<file path="src/rtl/rs232in_fifo_pkg.sv">
// Shared constants for the rs232in receive FIFO and the rs232 register block.
package rs232in_fifo_pkg;
  localparam int DEPTH_LOG2_DEF = 4;
  // rs232 peripheral register offsets for the receive side
  localparam logic [3:0] RS232IN_DATA_OFS  = 4'd1;
  localparam logic [3:0] RS232IN_COUNT_OFS = 4'd2;
  typedef logic [7:0] byte_t;
endpackage

</file>
<file path="src/rtl/rs232in_fifo_if.sv">
// Handshake bundle between rs232in/rs232 (master side) and the receive FIFO.
interface rs232in_fifo_if #(parameter int DEPTH_LOG2 = 4);
  logic                  in_attention;
  logic [7:0]            in_data;
  logic                  rd;
  logic                  clr_overrun;
  logic [7:0]            rd_data;
  logic [DEPTH_LOG2:0]   count;
  logic                  empty;
  logic                  full;
  logic                  overrun;

  modport master (output in_attention, in_data, rd, clr_overrun,
                  input  rd_data, count, empty, full, overrun);
  modport slave  (input  in_attention, in_data, rd, clr_overrun,
                  output rd_data, count, empty, full, overrun);
endinterface

</file>
<file path="src/rtl/rs232in_fifo_regfile.sv">
// 2^AW x 8 register array: one synchronous write port, one asynchronous read port.
module fifo_regfile #(
  parameter int AW = 4
) (
  input  logic          clk,
  input  logic          we,
  input  logic [AW-1:0] waddr,
  input  logic [7:0]    wdata,
  input  logic [AW-1:0] raddr,
  output logic [7:0]    rdata
);
  logic [7:0] mem [2**AW];

  always_ff @(posedge clk)
    if (we) mem[waddr] <= wdata;

  assign rdata = mem[raddr];
endmodule

</file>
<file path="src/rtl/rs232in_fifo.sv">
// Receive FIFO behind rs232in: captures attention strobes, FWFT head, count, sticky overrun.
module rs232in_fifo
  import rs232in_fifo_pkg::*;
#(
  parameter int DEPTH_LOG2 = DEPTH_LOG2_DEF
) (
  input  logic           clk,
  input  logic           rst,
  rs232in_fifo_if.slave  bus
);
  localparam int                CW    = DEPTH_LOG2 + 1;
  localparam logic [CW-1:0]     DEPTH = CW'(2**DEPTH_LOG2);

  logic [DEPTH_LOG2-1:0] wr_ptr, rd_ptr;
  logic [CW-1:0]         count;
  logic                  overrun;
  logic                  empty, full;
  logic                  pop_ok, push_ok, drop;
  byte_t                 head;

  assign empty   = (count == '0);
  assign full    = (count == DEPTH);
  assign pop_ok  = bus.rd && !empty;
  // a pop in the same cycle frees the slot, so a full FIFO still accepts
  assign push_ok = bus.in_attention && (!full || pop_ok);
  assign drop    = bus.in_attention && !push_ok;

  always_ff @(posedge clk or posedge rst) begin
    if (rst) begin
      wr_ptr  <= '0;
      rd_ptr  <= '0;
      count   <= '0;
      overrun <= 1'b0;
    end else begin
      if (push_ok) wr_ptr <= wr_ptr + 1'b1;
      if (pop_ok)  rd_ptr <= rd_ptr + 1'b1;
      if (push_ok && !pop_ok)      count <= count + 1'b1;
      else if (pop_ok && !push_ok) count <= count - 1'b1;
      // set beats clear when both land together
      if (drop)                 overrun <= 1'b1;
      else if (bus.clr_overrun) overrun <= 1'b0;
    end
  end

  fifo_regfile #(.AW(DEPTH_LOG2)) u_rf (
    .clk   (clk),
    .we    (push_ok),
    .waddr (wr_ptr),
    .wdata (bus.in_data),
    .raddr (rd_ptr),
    .rdata (head)
  );

  assign bus.rd_data = empty ? 8'h00 : head;
  assign bus.count   = count;
  assign bus.empty   = empty;
  assign bus.full    = full;
  assign bus.overrun = overrun;
endmodule
</file>
<file path="src/flat_wrapper.sv">
// flat-port wrapper written by rule: the top's interface ports become plain ports
module rs232in_fifo_flat import rs232in_fifo_pkg::*;
#(
  parameter int DEPTH_LOG2 = DEPTH_LOG2_DEF
)
  (clk, rst, bus_in_attention, bus_in_data, bus_rd, bus_clr_overrun, bus_rd_data, bus_count, bus_empty, bus_full, bus_overrun);
  rs232in_fifo_if #(.DEPTH_LOG2(DEPTH_LOG2)) bus_i ();
  input  logic clk;
  input  logic rst;
  input wire logic [$bits(bus_i.in_attention)-1:0] bus_in_attention;
  input wire logic [$bits(bus_i.in_data)-1:0] bus_in_data;
  input wire logic [$bits(bus_i.rd)-1:0] bus_rd;
  input wire logic [$bits(bus_i.clr_overrun)-1:0] bus_clr_overrun;
  output wire logic [$bits(bus_i.rd_data)-1:0] bus_rd_data;
  output wire logic [$bits(bus_i.count)-1:0] bus_count;
  output wire logic [$bits(bus_i.empty)-1:0] bus_empty;
  output wire logic [$bits(bus_i.full)-1:0] bus_full;
  output wire logic [$bits(bus_i.overrun)-1:0] bus_overrun;
  assign bus_i.in_attention = bus_in_attention;
  assign bus_i.in_data = bus_in_data;
  assign bus_i.rd = bus_rd;
  assign bus_i.clr_overrun = bus_clr_overrun;
  assign bus_rd_data = bus_i.rd_data;
  assign bus_count = bus_i.count;
  assign bus_empty = bus_i.empty;
  assign bus_full = bus_i.full;
  assign bus_overrun = bus_i.overrun;
  rs232in_fifo #(.DEPTH_LOG2(DEPTH_LOG2)) u_core (.clk(clk), .rst(rst), .bus(bus_i));
endmodule
</file>
<file path="config.mk">
export PLATFORM = sky130hd
export DESIGN_NAME = rs232in_fifo_flat
export DESIGN_NICKNAME = d
export VERILOG_FILES = /design/src/rtl/rs232in_fifo_pkg.sv /design/src/rtl/rs232in_fifo_if.sv /design/src/rtl/rs232in_fifo_regfile.sv /design/src/rtl/rs232in_fifo.sv /design/src/flat_wrapper.sv
export SDC_FILE = /design/constraint.sdc
export NUM_CORES = 1
export LEC_CHECK = 0
export CAP_MARGIN = 20
export CELL_PAD_IN_SITES_DETAIL_PLACEMENT = 0
export CELL_PAD_IN_SITES_GLOBAL_PLACEMENT = 1
export CORE_ASPECT_RATIO = 1.2
export CORE_MARGIN = 5
export CORE_UTILIZATION = 47
export DETAILED_ROUTE_END_ITERATION = 7
export GPL_TIMING_DRIVEN = 1
export PLACE_DENSITY = 0.76
export SETUP_SLACK_MARGIN = 0.5
export SLEW_MARGIN = 15
export SYNTH_ARGS = -nofsm -noshare
export SYNTH_HDL_FRONTEND = slang
export SYNTH_SLANG_ARGS = --single-unit
</file>
<file path="constraint.sdc">
create_clock -name clk -period 3.1 [get_ports clk]
set_input_delay 0.465 -clock clk [delete_from_list [all_inputs] [get_ports clk]]
set_output_delay 0.465 -clock clk [all_outputs]
set_load 0.02 [all_outputs]
</file>
# After elaboration in Yosys (flattened, before gate mapping)
# Memories as Yosys holds them, arrays and structs flattened.
# Cells that the tools add are included.
dict set report totals {
  register_bits 14
  ram_bits 128
  input_bits 13
  output_inout_bits 16
  memories 1
}
dict set report op_classes {
  add_sub_neg 4
  eq_ne 1
  muxes 7
  n_reduce_logical 13
}
# name depth width read_ports rd_clocked_by_memory_dff wr line
set mem_list {}
lappend mem_list {u_core.u_rf.mem 16 8 1 0 1 rs232in_fifo_regfile.sv:12} ;# logic [7:0] mem [2**AW];
# op count
set op_table {}
lappend op_table {{5-bit 2-to-1 mux} 2}
lappend op_table {{4-bit by 1-bit adder with 4-bit output, second input constant} 2}
lappend op_table {{8-bit 2-to-1 mux} 1}
lappend op_table {{5-bit by 1-bit adder with 5-bit output, second input constant} 1}
lappend op_table {{5-bit == test, second input constant} 1}
lappend op_table {{1-bit logical AND} 5}
lappend op_table {{5-bit zero test} 1}
lappend op_table {{5-bit by 1-bit subtractor with 5-bit output, second input constant} 1}
lappend op_table {{1-bit zero test} 4}
lappend op_table {{1-bit 2-to-1 mux} 4}
lappend op_table {{2-bit nonzero test} 2}
lappend op_table {{1-bit logical OR} 1}

# Logic depth before layout (Yosys ltp)
dict set report depth {
  ltp_word 9
  depth_mapped 10
  mapped_depth_nobuf 10
}

# Cells and area by module
# Synthesis repeated with hierarchy kept, for this count alone.
dict set report unflattened {
  cells_unflattened 305
  hier_area_um2 5875.6
}
# mod instances cells_per_inst area_each_um2 seq_area_each_um2
set modules_own_cells {}
lappend modules_own_cells {fifo_regfile 1 221 4987.3 3843.7}
lappend modules_own_cells {rs232in_fifo 1 84 888.4 350.3}

# Worst setup path after synthesis
# Ideal clock, no wire load.
dict set report synth_path {
  path_type {flip-flop to flip-flop}
  from {reg u_core.count[0] (netlist: u_core.bus.count[0])}
  to {reg u_core.count[4] (netlist: u_core.bus.count[4])}
  setup_time_ns 0.126
  arrival_ns 3.086
  setup_slack_ns -0.112
  path_stages_with_launch 11
  n_path_buf 0
  period_less_slack_ns 3.212
  cell_sequence {dfrtp_1 -> or4_4 -> o31ai_4 -> inv_2 -> ha_1 -> inv_1 -> ha_1 -> a21o_1 -> a2111oi_0 -> a31oi_1 -> a221o_1}
}
dict set report synth_via {
  elab_chain_cells 8
  word_cells_on_any_way 16
  cone_classes {2 x add/sub; 1 x eq/ne; 2 x mux; 11 x reduce/logical}
}
# item line
set synth_rtl {}
lappend synth_rtl {{start, declared} rs232in_fifo.sv:15} ;# logic [CW-1:0] count;
lappend synth_rtl {{start signal, assigned} rs232in_fifo.sv:37} ;# if (push_ok && !pop_ok) count <= count + 1'b1;
lappend synth_rtl {{start signal, assigned} rs232in_fifo.sv:38} ;# else if (pop_ok && !push_ok) count <= count - 1'b1;
lappend synth_rtl {{5-bit zero test} rs232in_fifo.sv:21} ;# assign empty = (count == '0);
lappend synth_rtl {{1-bit zero test} rs232in_fifo.sv:23} ;# assign pop_ok = bus.rd && !empty;
lappend synth_rtl {{1-bit logical AND} rs232in_fifo.sv:23}
lappend synth_rtl {{1-bit logical OR *} rs232in_fifo.sv:25} ;# assign push_ok = bus.in_attention && (!full || pop_ok);
lappend synth_rtl {{1-bit logical AND *} rs232in_fifo.sv:25}
lappend synth_rtl {{net u_core.push_ok} rs232in_fifo.sv:18} ;# logic pop_ok, push_ok, drop;
lappend synth_rtl {{1-bit zero test} rs232in_fifo.sv:38}
lappend synth_rtl {{1-bit logical AND} rs232in_fifo.sv:38}
lappend synth_rtl {{2-bit nonzero test (no source line)} -}
# Mark *: on every way through the listed nets, which the timed path passes. The rest lies on a longest branch. The select of a mux whose other input is x is not followed.
# A chain may end at the register's enable or synchronous reset.

# Worst setup path in the final report
dict set report layout_path {
  from {reg u_core.count[3] (netlist: u_core.bus.count[3])}
  to {reg u_core.count[4] (netlist: u_core.bus.count[4])}
}
dict set report layout_via {
  elab_chain_cells 8
  word_cells_on_any_way 16
  cone_classes {2 x add/sub; 1 x eq/ne; 2 x mux; 11 x reduce/logical}
}
# item
set layout_rtl {}
lappend layout_rtl {{branches (longest 8 deep; another with 5-bit by 1-bit subtractor with 5-bit output)}}
# Parallel ways; which one is timed is not known. The select of a mux whose other input is x is not followed.

==> impl.org <==
** Floorplanning
- Horizontal die dimension :: 111.7 um
- After floorplanning, the core was divided into 44 placement rows.
- During I/O placement, the number of pins put on the boundary was 29.
- The floorplan step defined a core boundary enclosing 12110 um2.
- Effective utilization at floorplan :: 48.16%
- The die covers 14750 um2.
- Die boundary height :: 132.0 um

** Setup path
- Delay of the slowest critical-path stage :: 0.59 ns
- STA puts the critical path data required time at 3.39 ns.
- Worst R2R Start :: u_core.bus.count[3]$_DFFE_PP0P_
- The setup check on the worst reg-to-reg path leaves a slack of 0.31 ns.
- Cell-by-cell listing of the critical path :: or4_4, o21ai_4, ha_4, inv_4, fa_2, a21o_1, a2111oi_4, a31oi_1, a221o_1
- Counting both buffers and inverters, the worst setup path holds a total of 1.
- In this design, the largest share of critical-path delay is due to compound AO/OA/AOI/OAI gates.
- The setup path with the least slack is of type flop to flop.
- Kind of end point of the critical path :: flop
- Destination of the worst register-to-register timing path :: u_core.bus.count[4]$_DFFE_PP0P_
- For this design, the slowest cell found on the critical path is or4_4.
- At the worst endpoint, the arrival time is 3.08 ns.
- The worst setup path is launched from a flop.
- Maximum fanout along the worst path :: 6
- Measured in cells, the most critical reg-to-reg path has a length of 9.

** Pwr
- Proportion of total power due to net switching :: 31.08%
- Pint :: 5.169 mW
- Leak pwr :: 2.599 nW
- Combinational Power Share :: 39.4%
- Power, Total :: 7.500 mW
- Sequential Power Share :: 34.2%
- Share of power burned in the clock network :: 26.4%
- Power Density :: 1019 nW/um2
- Across the VDD grid, the largest voltage drop is 0.0005178 V.
- Summed over all nets, the switching power comes to 2.331 mW.

** Clocking
- In this run the number of H-tree levels came out at 4.
- Reg clk slew, reported paths :: 0.06 ns
- The clock reaches the later pin of the worst-skew pair after 0.40 ns.
- TritonCTS created 17 clock buffers.
- Clock tree root buffer cell :: clkbuf_16
- Clock net sink count :: 142
- Hold bufs inserted after CTS :: 0
- CTS tree :: built
- Worst-case clock buffer depth :: 2

** Routing
- Drt wl/cell :: 21.78 um
- In the routed design, unresolved DRC markers number 0.
- First-iteration detailed-routing DRC count :: 214
- For this block, the routed nets add up to 11850 um of wire.
- For this block, the via count after detailed routing is 3007.
- The first TritonRoute pass finished after 4 iterations.
- DRT antenna net count :: 0
- In the routed layout, each cell is associated on average with a via count of 5.528.

** Global route
- The number of antenna violations at the first check in global routing is 0.
- Global-route usage over all layers :: 16.74%
- Overflow left after global routing :: 0
- Entering global routing, the biggest net connects 28 pins.
- Number of global-route vias before repair :: 3283
- Global-route wire length before repair :: 18450 um

** Synthesis
- Count of flip-flops with a built-in enable after synthesis :: 128
- Register bit count reported by yosys :: 142
- Avg Inst Size Synth :: 19.25 um2
- In this run the cell area of the synthesized design comes to 5833 um2.
- Post-synth top flop :: edfxtp_1
- The cell count after synthesis came out at 303.
- Synth async-reset ratio :: 9.859%
- Synth unique cells :: 35
- Synth warn :: 0
- Net count of the mapped netlist :: 326
- Seq/Total Area, Yosys :: 71.90%

** Placement
- In this run the tool buffered the top-level ports with 28 buffer cells.
- Post-DP Area :: 6414 um2
- DP Wirelength :: 7401 um
- Placed cells :: 492
- Minimum setup slack after placement :: 0.09286 ns
- At the end of routability-driven placement, the weighted congestion stood at 0.7532.

** Final layout
- Final Non-Filler Cells :: 544
- Final non-filler cell area :: 7357 um2
- Inserted Diodes :: 0
- Layout cells sized above 1 :: 38.12%
- Measured on the finished design, the core utilization comes to 60.74%.
- The net count of the finished layout is 394.
- Leaving out fill and tap cells, the most frequent cell in the layout is edfxtp_1.
- From synthesis to final layout, the design area changed by 26.13%.
- Highest-count cells in the layout ignoring fill and taps :: edfxtp_1 (128), mux4_2 (32), buf_4 (27)

** Timing
- Of the available clock period, the critical path in the final layout requires 90.12%.
- FMAX :: 357.9 MHz
- RSZ-0062 raised after global routing :: yes
- Hold Fails Final Rpt :: 0
- Setup slack after layout :: 0.3063 ns
- The count of pins over their slew limit is 0.
- Relative slew slack :: 24.60%
- Pin slew with the least headroom to its limit :: 1.131 ns
- For the final database, setup skew stands at 0.007060 ns.
- The clock period could shrink to 2.794 ns.
- Setup TNS after final layout :: 0 ns
- Hold WS :: 0.4074 ns
- Final number of setup-violating endpoints :: 0

** Outcome
- Result of the run :: finished clean

** Run
- Max-cap violations in this run came to 0.

** Min path
- Type of the most critical hold path :: primary input to async pin
[cell usage after synthesis (all sizes together) (2+ instances only)]
cell type | n | area (um2)
xnor2 | 7 | 61.31
mux2 | 10 | 112.6
dfrtp | 14 | 350.3
nor2 | 8 | 30.03
o21ai | 12 | 60.05
edfxtp | 128 | 3844
clkbuf | 8 | 30.03
a21oi | 10 | 50.05
inv | 9 | 33.78
and3 | 4 | 25.02
a21o | 3 | 22.52
mux4 | 32 | 720.7
ha | 9 | 112.6
nand3 | 6 | 30.03
xor2 | 2 | 17.52
nand2 | 4 | 15.01
and2 | 8 | 50.05
buf | 8 | 57.55
mux2i | 8 | 80.08
nor3 | 2 | 10.01
[cell families (layout without fill, tap and decap cells)]
kind of cell,Yosys count,after routing,share of synthesized area [%]
flip-flops,142,142,71.90
AND/OR/NAND/NOR,37,38,3.496
XOR/XNOR,9,9,1.351
multiplexers,50,50,15.66
adder cells (fa/ha/maj),10,10,2.274
buffers and inverters,25,104,2.081
AO/OA/AOI/OAI,30,30,3.239
[state kept, by name, indices dropped and copies added, names as in the netlist]
| register | flops |
|---|---|
| u_core.rd_ptr | 4 |
| u_core.bus.overrun | 1 |
| u_core.wr_ptr | 4 |
| u_core.bus.count | 5 |
| u_core.u_rf.mem | 128 |
[repair_timing]
item,CTS,global route
pin swaps,5,5
endpoints found under the setup margin,12,11
resized for setup,53,47
setup buffers,10,9
gates cloned,0,2
hold endpoints to repair,0,0
[power by group through the flow]
| stage | Sequential [mW] | Clock [mW] | Combinational [mW] |
|---|---|---|---|
| after floorplan | 2.52 | 0 | 1.61 |
| after global placement | 2.58 | 0 | 2.35 |
| after detailed placement | 2.60 | 0 | 2.38 |
| after CTS | 2.54 | 2.01 | 2.50 |
| after global routing | 2.60 | 2.09 | 3.15 |
| final | 2.57 | 1.98 | 2.95 |
[per-layer routing]
| metal | part of all wire, % | wire, um | up-vias | track usage [%] |
|---|---|---|---|---|
| met2 | 53 | 6291 | 78 | 28.93 |
| met1 | 42 | 4959 | 1573 | 20.75 |
| li1 | - | - | 1350 | - |
| met4 | 1.0 | 121 | 0 | 6.085 |
| met3 | 4.0 | 478 | 6 | 3.627 |
| met5 | 0 | 0 | - | 0 |
[final cells by class]
cell class                 instances  area, um2
inverter                           9      36.28
clock buffer                      19      432.9
fill                             872       4755
sequential                       142       4198
timing repair buffer              64      640.6
multi-input combinational        137       1702
clock inverter                    12      146.4
tap                              161      201.4
[worst max path at each step]
| stage | from | to | cells past startpoint |
|---|---|---|---|
| 2_1_floorplan | u_core.bus.count[1]$_DFFE_PP0P_ | u_core.bus.count[4]$_DFFE_PP0P_ | 10 |
| 6_report | u_core.bus.count[3]$_DFFE_PP0P_ | u_core.bus.count[4]$_DFFE_PP0P_ | 9 |
| 4_1_cts | u_core.rd_ptr[0]$_DFFE_PP0P_ | bus_rd_data[1] | 7 |
| 3_3_place_gp | bus_rd | u_core.bus.count[4]$_DFFE_PP0P_ | 10 |
| 5_1_grt | u_core.bus.count[3]$_DFFE_PP0P_ | u_core.bus.count[4]$_DFFE_PP0P_ | 9 |
| 3_5_place_dp | bus_rd | u_core.bus.count[4]$_DFFE_PP0P_ | 10 |
No activity file was read; power rests on OpenSTA's default activity.
